$ cat src/rtl/alu_operand_stage.sv
// alu_operand_stage: decodes RV32I OP/OP-IMM, reads the register file and registers ALU select and operands
module alu_operand_stage (
  input  logic        clk,
  input  logic        rst,
  input  logic        in_valid,
  output logic        in_ready,
  input  logic [31:0] in_instr,
  input  logic        wb_en,
  input  logic [4:0]  wb_rd,
  input  logic [31:0] wb_data,
  output logic        out_valid,
  input  logic        out_ready,
  output logic [3:0]  out_g_sel,
  output logic [31:0] out_a,
  output logic [31:0] out_b,
  output logic [4:0]  out_rd,
  output logic        illegal
);
  logic [31:0] regs_q [32];
  logic        valid_q, illegal_q;
  logic [3:0]  g_sel_q, g_sel_d;
  logic [31:0] a_q, b_q, b_d, rs1_v, rs2_v;
  logic [4:0]  rd_q, rs1, rs2;
  logic [6:0]  opcode, f7;
  logic [2:0]  f3;
  logic        is_op, is_imm, op_ok, imm_ok, legal, accept, shift_imm;
  assign opcode    = in_instr[6:0];
  assign f3        = in_instr[14:12];
  assign f7        = in_instr[31:25];
  assign rs1       = in_instr[19:15];
  assign rs2       = in_instr[24:20];
  assign is_op     = opcode == 7'b0110011;
  assign is_imm    = opcode == 7'b0010011;
  assign shift_imm = f3 == 3'b001 || f3 == 3'b101;
  assign op_ok     = f7 == 7'b0 || (f7 == 7'b0100000 && (f3 == 3'b000 || f3 == 3'b101));
  assign imm_ok    = f3 == 3'b001 ? f7 == 7'b0 :
                     f3 == 3'b101 ? (f7 == 7'b0 || f7 == 7'b0100000) : 1'b1;
  assign legal     = (is_op && op_ok) || (is_imm && imm_ok);
  assign in_ready  = !valid_q || out_ready;
  assign accept    = in_valid && in_ready;
  // write-through lets an operand see a writeback landing in the accept cycle
  assign rs1_v = rs1 == 5'd0 ? 32'd0 : (wb_en && wb_rd == rs1) ? wb_data : regs_q[rs1];
  assign rs2_v = rs2 == 5'd0 ? 32'd0 : (wb_en && wb_rd == rs2) ? wb_data : regs_q[rs2];
  always_comb begin
    g_sel_d = is_op ? {f3, f7[5]} : {f3, f3 == 3'b101 && in_instr[30]};
    b_d     = is_op ? rs2_v : shift_imm ? {27'd0, rs2} : {{20{in_instr[31]}}, in_instr[31:20]};
  end
  always_ff @(posedge clk) begin
    if (rst) begin
      valid_q   <= 1'b0;
      illegal_q <= 1'b0;
      g_sel_q   <= '0;
      a_q       <= '0;
      b_q       <= '0;
      rd_q      <= '0;
      for (int i = 0; i < 32; i++) regs_q[i] <= '0;
    end else begin
      illegal_q <= accept && !legal;
      if (accept && legal) begin
        valid_q <= 1'b1;
        g_sel_q <= g_sel_d;
        a_q     <= rs1_v;
        b_q     <= b_d;
        rd_q    <= in_instr[11:7];
      end else if (out_ready) begin
        valid_q <= 1'b0;
      end
      if (wb_en && wb_rd != 5'd0) regs_q[wb_rd] <= wb_data;
    end
  end
  assign out_valid = valid_q;
  assign out_g_sel = g_sel_q;
  assign out_a     = a_q;
  assign out_b     = b_q;
  assign out_rd    = rd_q;
  assign illegal   = illegal_q;
endmodule

$ cat config.mk
export PLATFORM = sky130hd
export DESIGN_NAME = alu_operand_stage
export DESIGN_NICKNAME = d
export VERILOG_FILES = /design/src/rtl/alu_operand_stage.sv
export SDC_FILE = /design/constraint.sdc
export NUM_CORES = 2
export LEC_CHECK = 0
export CORE_ASPECT_RATIO = 1.25
export CORE_MARGIN = 2
export CORE_UTILIZATION = 55
export CTS_CLUSTER_DIAMETER = 50
export DETAILED_ROUTE_END_ITERATION = 8
export PLACE_DENSITY_LB_ADDON = 0.05
export SYNTH_ARGS = -nofsm -noshare
export SYNTH_HDL_FRONTEND = slang
export SYNTH_SLANG_ARGS = --single-unit
$ cat constraint.sdc
create_clock -name clk -period 2.6 [get_ports clk]
set_input_delay 0.52 -clock clk [delete_from_list [all_inputs] [get_ports clk]]
set_output_delay 0.52 -clock clk [all_outputs]
set_load 0.03 [all_outputs]
==> results.json <==
{
  "wl_per_cell_um": 36.1,
  "grt_usage_pct": 40.5,
  "finalClockSkew_ns": 0.0292,
  "vdd_drop_max_v": 0.000759,
  "fillers": 7162,
  "setup_violations": 0,
  "async_flop_share_pct": 0,
  "hold_ws_ns": 0.241,
  "relSlewSlack_pct": 41.1,
  "finalNetCount": 4628,
  "die_x_um": 293,
  "yosysMostFrequentCell": "edfxtp_1",
  "p_leak_nw": 25.2,
  "worstSetupPathType": "flip-flop to primary output",
  "multi_input_area_um2": 24000,
  "worst_pin_slew_ns": 0.881,
  "clk_latency_ns": 0.79,
  "syn_avg_cell_area_um2": 14.4,
  "slowest_stage": "clkdlybuf4s50_1",
  "fmax_mhz": 388,
  "start_util_pct": 55.5,
  "ys_top_cells_by_area": "edfxtp_1, mux4_2, and2_1",
  "htree_levels": 4,
  "wirelength_mm": 217,
  "path_clk_slew_ns": 0.06,
  "first_global_vias": 42300,
  "hold_path.class": "input pin to flip-flop",
  "drc": 0,
  "max-clock-path-buffers": 3,
  "layout_setup_ws_ns": 0.0203,
  "cp_max_fo": 3,
  "syn_area_um2": 57600,
  "cts_hold_buffers": 0,
  "p_int_mw": 33.5,
  "antenna_found_initial": 11,
  "synthCells": 4011,
  "met1_usage_pct": 52.0,
  "final_area_um2": 70900,
  "cpPeakStageDelay_ns": 0.76,
  "synth_seq_area_share_pct": 56.0,
  "grt-ovfl-total": 0,
  "die_area_um2": 107000,
  "path_cells": "clkdlybuf4s50_1",
  "coreArea_um2": 104000,
  "syn_to_final_growth_pct": 23.0,
  "io_pins": 150,
  "cp_num_buf_inv": 1,
  "gr-usage-met3_pct": 8.14,
  "utilization_pct": 68.3,
  "endpoint_kind": "primary output",
  "clkPwrFrac_pct": 40.8,
  "yosys_warnings": 0,
  "viasPerCell": 6.92,
  "cp_top_family": "buffers and inverters",
  "use_met2_pct": 62.7,
  "place_ws_ns": -0.635,
  "drive_gt1_share_pct": 31.6,
  "post-dp-hpwl_mm": 146,
  "drtIter0Drc": 6271,
  "firstDrtPassIters": 7,
  "fin_tns_setup_ns": 0,
  "power_density_nw_per_um2": 635,
  "ys_top_cells_by_count": "edfxtp_1, and2_1, mux4_2",
  "synth.top_cell.area_share_pct": 53.4,
  "p_comb_share_pct": 13.1,
  "cts.sink_count": 1099,
  "synth_top_area_cell": "edfxtp_1",
  "port_buffers": 149,
  "ys_types": 53,
  "hold_viol": 0,
  "slew_viol_final": 0,
  "root_buffer": "clkbuf_16",
  "cap_violations": 0,
  "grt_pass1_wl_mm": 305,
  "synth_seq_cells": 1099,
  "outcome": "complete, no violations",
  "die_h_um": 366,
  "p_switching_mw": 11.5,
  "drtAntennaViolNets": 0,
  "cts_buffers": 130,
  "vias": 41500,
  "synth_flop_cell": "edfxtp_1",
  "start_kind": "flip-flop",
  "worst_ep_arrival_time_ns": 2.06,
  "seqPwrFrac_pct": 46.1,
  "fin_crit_ns": 2.58,
  "cp.required_ns": 2.08,
  "netSwitchingFraction_pct": 25.5,
  "grt_busiest_layer": "met2",
  "period_share_pct": 99.2,
  "place_congestion": 0.957,
  "cts_tree": "yes",
  "rows": 132,
  "rsz0062_at_grt": "no",
  "grt_max_degree": 101,
  "postPlaceCellArea_um2": 66600,
  "synth_edf_count": 1024,
  "seqCellArea_um2": 32300,
  "cts_setup_buffers": 0
}
-- sequential cells by signal (all words and copies together) (netlist names) --
| signal | count |
|---|---|
| out_valid | 1 |
| out_a | 32 |
| regs_q | 1024 |
| out_rd | 5 |
| illegal | 1 |
| out_g_sel | 4 |
| out_b | 32 |
-- cell type report --
class	count	share of cell area, %
Tap cell	1340	2.37
Clock inverter	84	1.19
Clock buffer	152	4.77
Multi-Input combinational cell	2516	33.8
Timing Repair Buffer	804	12.3
Sequential cell	1099	45.5
Inverter	3	0.0177
Antenna cell	2	0.00706
-- layout by cell type, fill, tap and decap left out, drive strengths merged, types with 32 or more instances in the layout --
| cell type | synthesis | final |
|---|---|---|
| buf | 112 | 663 |
| nand2 | 116 | 116 |
| a221oi | 48 | 48 |
| o22ai | 48 | 48 |
| clkbuf | 312 | 152 |
| mux4 | 459 | 459 |
| nor2 | 132 | 132 |
| mux2i | 136 | 136 |
| clkdlybuf4s50 | 0 | 140 |
| edfxtp | 1024 | 1024 |
| clkinv | 0 | 45 |
| dfxtp | 75 | 75 |
| conb | 1 | 32 |
| mux2 | 35 | 35 |
| and2 | 1004 | 1004 |
| or2 | 33 | 33 |
| a22oi | 128 | 128 |
| a21oi | 142 | 142 |
-- worst paths after layout --
path,endpoint,cells past startpoint,slack (ns),from
setup reg to reg,out_b[13],7,0.44,regs_q[12][13]
hold / removal,out_b[1],5,0.24,rst
hold reg to reg,out_g_sel[2],2,0.47,out_g_sel[2]
setup / recovery,out_a[15],1,0.02,out_a[15]
-- power groups by stage --
stage	sequential (mW)	combinational (mW)	clock (mW)
floorplan	20.8	2.92	0
global placement	21.0	5.70	0
detailed placement	21.1	5.77	0
CTS	20.7	5.79	18.4
global route	20.8	6.02	19.1
finish	20.8	5.88	18.3
-- per-stage QoR --
stage / power, mW / cells
6_report: 45.0 / 6000
5_1_grt: 45.9 / 5999
4_1_cts: 44.9 / 5998
3_5_place_dp: 26.9 / 5762
3_3_place_gp: 26.7 / 5762
2_1_floorplan: 23.8 / 4042
-- layer usage --
metal  routed length, um  vias up
met3               24300      760
met4               16900        2
met5                   7        -
met1               75200    21000
met2              100000     3309
li1                    -    16400
-- kinds of logic (layout without fill, tap and decap cells) --
group / count (synthesis) / count (layout) / synth area share [%]
XOR/XNOR: 10 / 10 / 0.152
buffers and inverters: 427 / 1043 / 3.14
AND/OR/NAND/NOR: 1384 / 1384 / 13.9
AO/OA/AOI/OAI: 460 / 460 / 5.79
other: 1 / 34 / 0.00651
multiplexers: 630 / 630 / 21.0
flip-flops: 1099 / 1099 / 56.0
-- timing repair --
item                                    CTS  global route
gates resized for setup                   1             0
hold endpoints to repair                  0             0
endpoints found under the setup margin    1             0
Note: power is estimated with default switching activity, not from simulation.
